$ cat src/rtl/apb_uart_regif_pkg.sv
`default_nettype none
// ============================================================================
// Module      : apb_uart_regif_pkg
// Description : Shared definitions for the UART APB register front-end:
//               register indices, access-type table, reset values and the
//               transfer state encoding.
// Revision    : 1.0 - initial release
// ============================================================================
package apb_uart_regif_pkg;

    // Number of mapped register slots; any index at or above this is unmapped
    localparam int unsigned NUM_REGS = 10;

    // Register indices (byte address divided by the register stride)
    localparam logic [3:0] IDX_TDR = 4'd0;
    localparam logic [3:0] IDX_RDR = 4'd1;
    localparam logic [3:0] IDX_LCR = 4'd2;
    localparam logic [3:0] IDX_OCR = 4'd3;
    localparam logic [3:0] IDX_LSR = 4'd4;
    localparam logic [3:0] IDX_FCR = 4'd5;
    localparam logic [3:0] IDX_MSR = 4'd6;
    localparam logic [3:0] IDX_MCR = 4'd7;
    localparam logic [3:0] IDX_IER = 4'd8;
    localparam logic [3:0] IDX_IIR = 4'd9;

    // Reset values of the RW configuration registers (truncated to DATA_W)
    localparam logic [31:0] LCR_RST = 32'h0000_0003;
    localparam logic [31:0] OCR_RST = 32'h0000_0000;
    localparam logic [31:0] FCR_RST = 32'h0000_0000;
    localparam logic [31:0] MCR_RST = 32'h0000_0000;
    localparam logic [31:0] IER_RST = 32'h0000_0000;

    // Access type of a register slot
    typedef enum logic [1:0] {
        ACC_NONE = 2'd0,
        ACC_RW   = 2'd1,
        ACC_RO   = 2'd2,
        ACC_WO   = 2'd3
    } acc_t;

    // Transfer state of the APB slave
    typedef enum logic [1:0] {
        IDLE   = 2'd0,
        ACCESS = 2'd1,
        WAIT   = 2'd2
    } state_t;

    // Access-type lookup; slots 10..15 report ACC_NONE
    function automatic acc_t reg_access(input logic [3:0] idx);
        acc_t acc;
        case (idx)
            IDX_TDR:                                     acc = ACC_WO;
            IDX_RDR, IDX_LSR, IDX_MSR, IDX_IIR:          acc = ACC_RO;
            IDX_LCR, IDX_OCR, IDX_FCR, IDX_MCR, IDX_IER: acc = ACC_RW;
            default:                                     acc = ACC_NONE;
        endcase
        return acc;
    endfunction

endpackage
`default_nettype wire

$ cat src/rtl/apb_uart_regif_if.sv
`default_nettype none
// ============================================================================
// Module      : apb_uart_regif_if
// Description : APB4 bus bundle between the interconnect (master) and the
//               UART register front-end (slave).
// Revision    : 1.0 - initial release
// ============================================================================
interface apb_uart_regif_if #(
    parameter int ADDR_W = 12,
    parameter int DATA_W = 32
);
    import apb_uart_regif_pkg::*;

    logic                  psel;
    logic                  penable;
    logic                  pwrite;
    logic [ADDR_W-1:0]     paddr;
    logic [DATA_W/8-1:0]   pstrb;
    logic [DATA_W-1:0]     pwdata;
    logic                  pready;
    logic                  pslverr;
    logic [DATA_W-1:0]     prdata;

    modport master (
        output psel, penable, pwrite, paddr, pstrb, pwdata,
        input  pready, pslverr, prdata
    );

    modport slave (
        input  psel, penable, pwrite, paddr, pstrb, pwdata,
        output pready, pslverr, prdata
    );

endinterface
`default_nettype wire

$ cat src/rtl/apb_wait_ctrl.sv
`default_nettype none
// ============================================================================
// Module      : apb_wait_ctrl
// Description : APB transfer sequencer. Tracks IDLE/ACCESS/WAIT, inserts
//               WAIT_STATES pready-low cycles, produces pready, pslverr and a
//               one-cycle commit strobe for error-free completions.
// Revision    : 1.0 - initial release
// ============================================================================
module apb_wait_ctrl
    import apb_uart_regif_pkg::*;
#(
    parameter int WAIT_STATES = 0
) (
    input  logic clk,
    input  logic preset_n,
    input  logic psel,
    input  logic penable,
    input  logic err,
    output logic setup,
    output logic pready,
    output logic pslverr,
    output logic commit
);

    localparam logic [3:0] c_wait = 4'(WAIT_STATES);

    state_t     r_state;
    logic       r_pready;
    logic [3:0] r_cnt;

    // Transfer sequencing: capture on SETUP, count wait cycles, finish or abort
    always_ff @(posedge clk or negedge preset_n) begin
        if (!preset_n) begin
            r_state  <= IDLE;
            r_pready <= 1'b0;
            r_cnt    <= 4'd0;
        end else begin
            case (r_state)
                IDLE: begin
                    if (psel && !penable) begin
                        r_state  <= ACCESS;
                        r_pready <= (c_wait == 4'd0);
                        r_cnt    <= c_wait;
                    end
                end
                ACCESS, WAIT: begin
                    if (!psel) begin
                        // Master dropped the transfer: abandon without effect
                        r_state  <= IDLE;
                        r_pready <= 1'b0;
                    end else if (r_pready) begin
                        if (penable) begin
                            r_state  <= IDLE;
                            r_pready <= 1'b0;
                        end
                    end else begin
                        r_state <= WAIT;
                        r_cnt   <= r_cnt - 4'd1;
                        if (r_cnt == 4'd1) begin
                            r_pready <= 1'b1;
                        end
                    end
                end
                default: begin
                    r_state  <= IDLE;
                    r_pready <= 1'b0;
                end
            endcase
        end
    end

    assign setup   = (r_state == IDLE) && psel && !penable;
    assign pready  = r_pready;
    // Error is evaluated live so FIFO status is taken at the completion edge
    assign pslverr = r_pready && err;
    assign commit  = r_pready && psel && penable && !err;

endmodule
`default_nettype wire

$ cat src/rtl/apb_uart_regif.sv
`default_nettype none
// ============================================================================
// Module      : apb_uart_regif
// Description : APB4 slave front-end of the UART. Decodes the register map,
//               merges byte-strobed writes into the config registers, turns
//               TDR writes / RDR reads into FIFO push / pop strobes and
//               reports protocol/address errors through pslverr.
// Revision    : 1.0 - initial release
// ============================================================================
module apb_uart_regif
    import apb_uart_regif_pkg::*;
#(
    parameter int ADDR_W      = 12,
    parameter int DATA_W      = 32,
    parameter int WAIT_STATES = 0
) (
    input  logic               clk,
    input  logic               preset_n,
    apb_uart_regif_if.slave    apb,
    output logic [DATA_W-1:0]  tx_data_o,
    output logic               tx_push_o,
    input  logic               tx_full_i,
    input  logic [DATA_W-1:0]  rx_data_i,
    output logic               rx_pop_o,
    input  logic               rx_empty_i,
    output logic [DATA_W-1:0]  lcr_o,
    output logic [DATA_W-1:0]  ocr_o,
    output logic [DATA_W-1:0]  fcr_o,
    output logic [DATA_W-1:0]  mcr_o,
    output logic [DATA_W-1:0]  ier_o,
    input  logic [DATA_W-1:0]  lsr_i,
    input  logic [DATA_W-1:0]  msr_i,
    input  logic [DATA_W-1:0]  iir_i
);

    localparam int c_lanes = DATA_W / 8;
    localparam int c_lsb   = $clog2(c_lanes);

    logic [ADDR_W-1:0] r_addr;
    logic              r_write;
    logic [DATA_W-1:0] r_lcr, r_ocr, r_fcr, r_mcr, r_ier, r_tx_data;
    logic              r_tx_push, r_rx_pop;

    logic              w_setup, w_pready, w_pslverr, w_commit;
    logic [ADDR_W-1:0] w_idx;
    logic [3:0]        w_idx4;
    logic              w_mapped, w_misaligned, w_err;
    acc_t              w_acc;
    logic              w_wr_commit, w_rd_commit;
    logic [DATA_W-1:0] w_rdata;

    // Byte-lane merge of write data into an existing register value
    function automatic logic [DATA_W-1:0] merge_lanes(
        input logic [DATA_W-1:0]  cur,
        input logic [DATA_W-1:0]  wdata,
        input logic [c_lanes-1:0] strb
    );
        logic [DATA_W-1:0] res;
        res = cur;
        for (int b = 0; b < c_lanes; b++) begin
            if (strb[b]) begin
                res[b*8 +: 8] = wdata[b*8 +: 8];
            end
        end
        return res;
    endfunction

    apb_wait_ctrl #(
        .WAIT_STATES (WAIT_STATES)
    ) u_wait_ctrl (
        .clk      (clk),
        .preset_n (preset_n),
        .psel     (apb.psel),
        .penable  (apb.penable),
        .err      (w_err),
        .setup    (w_setup),
        .pready   (w_pready),
        .pslverr  (w_pslverr),
        .commit   (w_commit)
    );

    // Address and direction are frozen at SETUP; later bus changes are ignored
    always_ff @(posedge clk or negedge preset_n) begin
        if (!preset_n) begin
            r_addr  <= '0;
            r_write <= 1'b0;
        end else if (w_setup) begin
            r_addr  <= apb.paddr;
            r_write <= apb.pwrite;
        end
    end

    // Decode of the captured address
    assign w_idx    = r_addr >> c_lsb;
    assign w_idx4   = w_idx[3:0];
    assign w_mapped = (w_idx < ADDR_W'(NUM_REGS));
    assign w_acc    = reg_access(w_idx4);

    generate
        if (c_lsb > 0) begin : g_align
            assign w_misaligned = |r_addr[c_lsb-1:0];
        end else begin : g_no_align
            assign w_misaligned = 1'b0;
        end
    endgenerate

    assign w_err = !w_mapped
                || w_misaligned
                || ( r_write && (w_acc == ACC_RO))
                || (!r_write && (w_acc == ACC_WO))
                || ( r_write && (w_idx4 == IDX_TDR) && tx_full_i)
                || (!r_write && (w_idx4 == IDX_RDR) && rx_empty_i);

    assign w_wr_commit = w_commit &&  r_write;
    assign w_rd_commit = w_commit && !r_write;

    // Config register updates with per-lane strobes
    always_ff @(posedge clk or negedge preset_n) begin
        if (!preset_n) begin
            r_lcr <= DATA_W'(LCR_RST);
            r_ocr <= DATA_W'(OCR_RST);
            r_fcr <= DATA_W'(FCR_RST);
            r_mcr <= DATA_W'(MCR_RST);
            r_ier <= DATA_W'(IER_RST);
        end else if (w_wr_commit) begin
            case (w_idx4)
                IDX_LCR: r_lcr <= merge_lanes(r_lcr, apb.pwdata, apb.pstrb);
                IDX_OCR: r_ocr <= merge_lanes(r_ocr, apb.pwdata, apb.pstrb);
                IDX_FCR: r_fcr <= merge_lanes(r_fcr, apb.pwdata, apb.pstrb);
                IDX_MCR: r_mcr <= merge_lanes(r_mcr, apb.pwdata, apb.pstrb);
                IDX_IER: r_ier <= merge_lanes(r_ier, apb.pwdata, apb.pstrb);
                default: ;
            endcase
        end
    end

    // FIFO side: TDR write loads data and pushes, RDR read pops, one cycle each
    always_ff @(posedge clk or negedge preset_n) begin
        if (!preset_n) begin
            r_tx_data <= '0;
            r_tx_push <= 1'b0;
            r_rx_pop  <= 1'b0;
        end else begin
            r_tx_push <= w_wr_commit && (w_idx4 == IDX_TDR);
            r_rx_pop  <= w_rd_commit && (w_idx4 == IDX_RDR);
            if (w_wr_commit && (w_idx4 == IDX_TDR)) begin
                r_tx_data <= apb.pwdata;
            end
        end
    end

    // Read mux; status inputs are passed through live
    always_comb begin
        w_rdata = '0;
        case (w_idx4)
            IDX_RDR: w_rdata = rx_data_i;
            IDX_LCR: w_rdata = r_lcr;
            IDX_OCR: w_rdata = r_ocr;
            IDX_LSR: w_rdata = lsr_i;
            IDX_FCR: w_rdata = r_fcr;
            IDX_MSR: w_rdata = msr_i;
            IDX_MCR: w_rdata = r_mcr;
            IDX_IER: w_rdata = r_ier;
            IDX_IIR: w_rdata = iir_i;
            default: w_rdata = '0;
        endcase
    end

    assign apb.pready  = w_pready;
    assign apb.pslverr = w_pslverr;
    assign apb.prdata  = (w_pready && !r_write && !w_err) ? w_rdata : '0;

    assign tx_data_o = r_tx_data;
    assign tx_push_o = r_tx_push;
    assign rx_pop_o  = r_rx_pop;
    assign lcr_o     = r_lcr;
    assign ocr_o     = r_ocr;
    assign fcr_o     = r_fcr;
    assign mcr_o     = r_mcr;
    assign ier_o     = r_ier;

endmodule
`default_nettype wire

$ cat src/flat_wrapper.sv
// flat-port wrapper written by rule: the top's interface ports become plain ports
module apb_uart_regif_flat import apb_uart_regif_pkg::*;
#(
    parameter int ADDR_W      = 12,
    parameter int DATA_W      = 32,
    parameter int WAIT_STATES = 0
)
  (clk, preset_n, tx_data_o, tx_push_o, tx_full_i, rx_data_i, rx_pop_o, rx_empty_i, lcr_o, ocr_o, fcr_o, mcr_o, ier_o, lsr_i, msr_i, iir_i, apb_psel, apb_penable, apb_pwrite, apb_paddr, apb_pstrb, apb_pwdata, apb_pready, apb_pslverr, apb_prdata);
  apb_uart_regif_if #(.ADDR_W(ADDR_W), .DATA_W(DATA_W)) apb_i ();
  input  logic clk;
  input  logic preset_n;
  output logic [DATA_W-1:0] tx_data_o;
  output logic tx_push_o;
  input  logic tx_full_i;
  input  logic [DATA_W-1:0] rx_data_i;
  output logic rx_pop_o;
  input  logic rx_empty_i;
  output logic [DATA_W-1:0] lcr_o;
  output logic [DATA_W-1:0] ocr_o;
  output logic [DATA_W-1:0] fcr_o;
  output logic [DATA_W-1:0] mcr_o;
  output logic [DATA_W-1:0] ier_o;
  input  logic [DATA_W-1:0] lsr_i;
  input  logic [DATA_W-1:0] msr_i;
  input  logic [DATA_W-1:0] iir_i;
  input wire logic [$bits(apb_i.psel)-1:0] apb_psel;
  input wire logic [$bits(apb_i.penable)-1:0] apb_penable;
  input wire logic [$bits(apb_i.pwrite)-1:0] apb_pwrite;
  input wire logic [$bits(apb_i.paddr)-1:0] apb_paddr;
  input wire logic [$bits(apb_i.pstrb)-1:0] apb_pstrb;
  input wire logic [$bits(apb_i.pwdata)-1:0] apb_pwdata;
  output wire logic [$bits(apb_i.pready)-1:0] apb_pready;
  output wire logic [$bits(apb_i.pslverr)-1:0] apb_pslverr;
  output wire logic [$bits(apb_i.prdata)-1:0] apb_prdata;
  assign apb_i.psel = apb_psel;
  assign apb_i.penable = apb_penable;
  assign apb_i.pwrite = apb_pwrite;
  assign apb_i.paddr = apb_paddr;
  assign apb_i.pstrb = apb_pstrb;
  assign apb_i.pwdata = apb_pwdata;
  assign apb_pready = apb_i.pready;
  assign apb_pslverr = apb_i.pslverr;
  assign apb_prdata = apb_i.prdata;
  apb_uart_regif #(.ADDR_W(ADDR_W), .DATA_W(DATA_W), .WAIT_STATES(WAIT_STATES)) u_core (.clk(clk), .preset_n(preset_n), .apb(apb_i), .tx_data_o(tx_data_o), .tx_push_o(tx_push_o), .tx_full_i(tx_full_i), .rx_data_i(rx_data_i), .rx_pop_o(rx_pop_o), .rx_empty_i(rx_empty_i), .lcr_o(lcr_o), .ocr_o(ocr_o), .fcr_o(fcr_o), .mcr_o(mcr_o), .ier_o(ier_o), .lsr_i(lsr_i), .msr_i(msr_i), .iir_i(iir_i));
endmodule
$ cat config.mk
export PLATFORM = sky130hd
export DESIGN_NAME = apb_uart_regif_flat
export DESIGN_NICKNAME = d
export VERILOG_FILES = /design/src/rtl/apb_uart_regif_pkg.sv /design/src/rtl/apb_uart_regif_if.sv /design/src/rtl/apb_wait_ctrl.sv /design/src/rtl/apb_uart_regif.sv /design/src/flat_wrapper.sv
export SDC_FILE = /design/constraint.sdc
export NUM_CORES = 1
export LEC_CHECK = 0
export CELL_PAD_IN_SITES_DETAIL_PLACEMENT = 2
export CELL_PAD_IN_SITES_GLOBAL_PLACEMENT = 2
export CORE_MARGIN = 8
export CORE_UTILIZATION = 29
export DETAILED_ROUTE_END_ITERATION = 10
export GPL_ROUTABILITY_DRIVEN = 0
export PLACE_DENSITY = 0.86
export SLEW_MARGIN = 10
export SYNTH_ARGS = -nofsm -noshare
export SYNTH_HDL_FRONTEND = slang
export SYNTH_SLANG_ARGS = --single-unit
$ cat constraint.sdc
create_clock -name clk -period 3.64 [get_ports clk]
set_clock_uncertainty 0.15 [all_clocks]
set_input_delay 0.728 -clock clk [delete_from_list [all_inputs] [get_ports clk]]
set_output_delay 0.728 -clock clk [all_outputs]
set_load 0.01 [all_outputs]
==> impl_metrics.json <==
{
  "finalHoldViolations": 0,
  "die-area_sq_um": 46400,
  "syn_area_per_cell_sq_um": 12.4,
  "rr_endpoint": "u_core.lcr_o[28]",
  "register_area_sq_um": 5370,
  "rr_startpoint": "u_core.r_addr[4]",
  "worstHoldPathType": "flop to flop",
  "ys.flop_type": "dfrtp_1",
  "yosys_warnings": 0,
  "initial_core_util": 0.292,
  "dp_slack_ns": -0.222,
  "nFillCells": 3916,
  "yosys.area_share.adder": 0.00434,
  "post-route-drc-count": 0,
  "finalSetupViolCount": 2,
  "crit_family": "buffers and inverters",
  "worstSetupEndpoint": "apb_prdata[20]",
  "cap_violations": 0,
  "grt_max_degree": 69,
  "cpPeakStageDelay_ns": 0.54,
  "htreeDepth": 1,
  "r2r_cells": 6,
  "synth_area_sq_um": 11500,
  "critical_path_arrival_ns": 2.77,
  "status": "finished with violations",
  "synthDistinctLibCells": 71,
  "io_pins": 411,
  "violations": "setup timing",
  "fin_worst_hold_slack_ns": 0.334,
  "cts_tree": "yes",
  "grt_overflow": 0,
  "first_pass_iters": 5,
  "worstPathMaxFanout": 19,
  "viasPerCell": 5.51,
  "vdd_ir_drop_max_mv": 0.400,
  "yosys.area_share.xor_xnor": 0,
  "multi_input_area_sq_um": 6110,
  "synth-seq-area-share": 0.464,
  "synth.mux.area_fraction": 0.242,
  "synth_edf_count": 0,
  "hpwl_um": 45700,
  "wl_per_cell_um": 32.6,
  "p_leak_nw": 7.73,
  "die_width_um": 215,
  "drtIter0Drc": 413,
  "antenna_found_initial": 9,
  "cp-end-kind": "primary output",
  "dr_total_vias": 10726,
  "worst_pin_slew_ns": 0.677,
  "clock-sinks": 214,
  "port-buffer-count": 410,
  "crit_cells": 7,
  "start_kind": "flop",
  "coreArea_sq_um": 39500,
  "max_freq_mhz": 274,
  "final_max_slew_viol_count": 0,
  "layout_worst_path_cycle_share": 1.00,
  "clockBufferDepth": 3,
  "crit_chain": "buf_16, or2_2, a21oi_2, nand2_2, buf_6, a211oi_1, clkdlybuf4s15_2",
  "synth_compound_area_frac": 0.132,
  "critPathRequiredTime_ns": 2.76,
  "ys_seq_elements": 214,
  "routed_wl_um": 63600,
  "reg2reg_slack_ns": 0.51,
  "slowest_stage": "dfrtp_4",
  "syn2layout_area_growth_pct": 57.2,
  "grt_pass1_wl_um": 90200,
  "floorplan.rows": 73,
  "final_antenna_net_count": 0,
  "cts_buffers": 26,
  "path_class": "flop to primary output",
  "nNetsFinal": 1584,
  "syn_inst": 933,
  "syn_nets": 1120,
  "async_flop_share": 1.00,
  "grt_util_all_layers": 0.260,
  "synth-simple-area-share": 0.125,
  "fin_tns_setup_ns": -0.00975,
  "relSlewSlack": 0.545,
  "clockRootBuffer": "clkbuf_16",
  "synth_top_family_by_area": "multiplexers",
  "post-route-util": 0.458,
  "insertion_delay_ns": 0.55,
  "cp-startpoint": "u_core.r_addr[4]",
  "path_buf_inv": 3,
  "layout_setup_ws_ns": -0.00517,
  "powerDensity_nw_per_um2": 558,
  "final.min_clock_period_ns": 3.65,
  "drive_gt1_frac": 0.354,
  "grt_pass1_vias": 12550,
  "die_height_um": 215,
  "clk_pin_slew_worst_paths_ns": 0.07,
  "rsz0062_at_grt": "true"
}
-- where the power goes --
| part | total [mW] | switching (mW) | internal, mW | leakage [nW] |
|---|---|---|---|---|
| sequential | 2.65 | 0.149 | 2.50 | 2.94 |
| combinational | 4.59 | 2.78 | 1.81 | 4.31 |
| clock | 2.88 | 1.12 | 1.77 | 0.469 |
-- per-layer routing --
layer | global-route usage | part of all wire | wire length (um)
met1 | 0.298 | 0.39 | 24900
met3 | 0.0620 | 0.061 | 3910
met4 | 0.0994 | 0.039 | 2510
met2 | 0.464 | 0.51 | 32200
met5 | 0 | 0.00096 | 61
-- metrics by stage --
stage	std cells	power, mW	area, sq um
after global placement	1869	6.68	16700
final	1947	10.1	18100
after global routing	1946	10.5	18100
after detailed placement	1869	6.80	16700
after floorplan	933	4.61	11500
after CTS	1938	10.0	17900
-- state kept, by name (all words and copies together) (netlist names) --
signal / count
u_core.tx_push_o: 1
u_core.ier_o: 32
u_core.lcr_o: 32
u_core.rx_pop_o: 1
u_core.r_write: 1
u_core.fcr_o: 32
u_core.tx_data_o: 32
u_core.u_wait_ctrl.pready: 1
u_core.mcr_o: 32
u_core.u_wait_ctrl.r_cnt: 4
u_core.r_addr: 12
u_core.u_wait_ctrl.r_state: 2
u_core.ocr_o: 32
-- final cells by class --
class / count / area share
multi-input cells: 640 / 0.337
clock buffers: 38 / 0.0451
well taps: 525 / 0.0362
diodes: 5 / 0.000690
repair buffers: 507 / 0.276
clock inverters: 10 / 0.00738
flip-flops and latches: 214 / 0.296
inverters: 8 / 0.00166
-- cell usage after synthesis (4+ instances only) --
library cell / count / area share
nand2_1: 46 / 0.015
dfrtp_1: 212 / 0.46
mux2_2: 211 / 0.21
or3b_2: 4 / 0.0030
nand3b_1: 28 / 0.018
nor2_1: 8 / 0.0026
nor3_1: 8 / 0.0035
a32o_1: 12 / 0.010
a311oi_1: 16 / 0.012
o21ai_0: 11 / 0.0048
nor3b_1: 10 / 0.0065
a22o_1: 29 / 0.022
nand3_1: 14 / 0.0061
clkbuf_1: 45 / 0.015
o21bai_1: 5 / 0.0033
a32oi_1: 10 / 0.0076
nand2b_1: 6 / 0.0033
and2_1: 6 / 0.0033
mux2_4: 8 / 0.010
and3_1: 6 / 0.0033
nor3_2: 4 / 0.0035
buf_2: 8 / 0.0035
ha_1: 4 / 0.0043
buf_4: 4 / 0.0026
and3b_1: 4 / 0.0030
nand3_2: 12 / 0.010
mux2_1: 6 / 0.0059
nor2b_1: 11 / 0.0060
a22oi_1: 20 / 0.013
o22a_1: 7 / 0.0053
a21oi_1: 23 / 0.010
o2bb2ai_1: 9 / 0.0068
inv_1: 8 / 0.0026
or2_2: 4 / 0.0022
a31oi_1: 4 / 0.0022
mux4_2: 5 / 0.0098
mux2i_1: 12 / 0.010
a221oi_1: 6 / 0.0046
a211oi_1: 17 / 0.011
nand4b_1: 4 / 0.0030
nand3_4: 8 / 0.012
buf_1: 8 / 0.0026
a222oi_1: 5 / 0.0043
-- cell families after synthesis --
family / after synthesis
AO/OA/AOI/OAI: 193
adder cells (fa/ha/maj): 4
buffers and inverters: 79
flip-flops: 214
multiplexers: 242
AND/OR/NAND/NOR: 201
-- worst min path at each step --
| stage | depth (start not counted) | start | slack [ns] | endpoint |
|---|---|---|---|---|
| global route | 1 | u_core.tx_data_o[6] | 0.37 | u_core.tx_data_o[6] |
| CTS | 1 | u_core.tx_data_o[6] | 0.34 | u_core.tx_data_o[6] |
| detailed placement | 1 | u_core.tx_data_o[6] | 0.33 | u_core.tx_data_o[6] |
| global placement | 1 | u_core.tx_data_o[6] | 0.32 | u_core.tx_data_o[6] |
| finish | 1 | u_core.tx_data_o[5] | 0.33 | u_core.tx_data_o[5] |
| floorplan | 0 | preset_n | 0.28 | u_core.fcr_o[0] |
-- cells in the final DEF, fill, tap and decap left out, types with 6 or more instances in the layout --
master,synthesis,final
mux2_4,8,8
nand3b_1,28,28
a22oi_1,20,19
a32oi_1,10,10
inv_1,8,8
nor3_1,8,8
buf_6,2,11
a211oi_2,0,14
buf_12,0,12
clkdlybuf4s50_1,0,376
o22a_1,7,7
a21oi_1,23,21
nand2b_1,6,6
nand2_1,46,45
a22o_1,29,29
o21ai_0,11,10
mux2_2,211,211
nand3_1,14,14
buf_4,4,67
dfrtp_1,212,208
a32o_1,12,12
and2_1,6,6
buf_2,8,30
a221oi_1,6,6
and3_1,6,6
clkbuf_16,0,28
mux2_1,6,6
nand3_4,8,8
a311oi_2,0,15
nand3_2,12,12
mux2i_1,12,12
o2bb2ai_1,9,9
nor3b_1,10,8
clkbuf_8,3,10
-- timing repair --
| item | in CTS | in global routing |
|---|---|---|
| endpoints found under the setup margin | 33 | 32 |
| hold buffers | 1 | 0 |
| hold endpoints to repair | 49 | 0 |
| pin swaps | 4 | 15 |
| resized for setup | 161 | 49 |
| cloned | 3 | 1 |
| setup buffers | 17 | 4 |
Power figures use the tool's default switching activity.
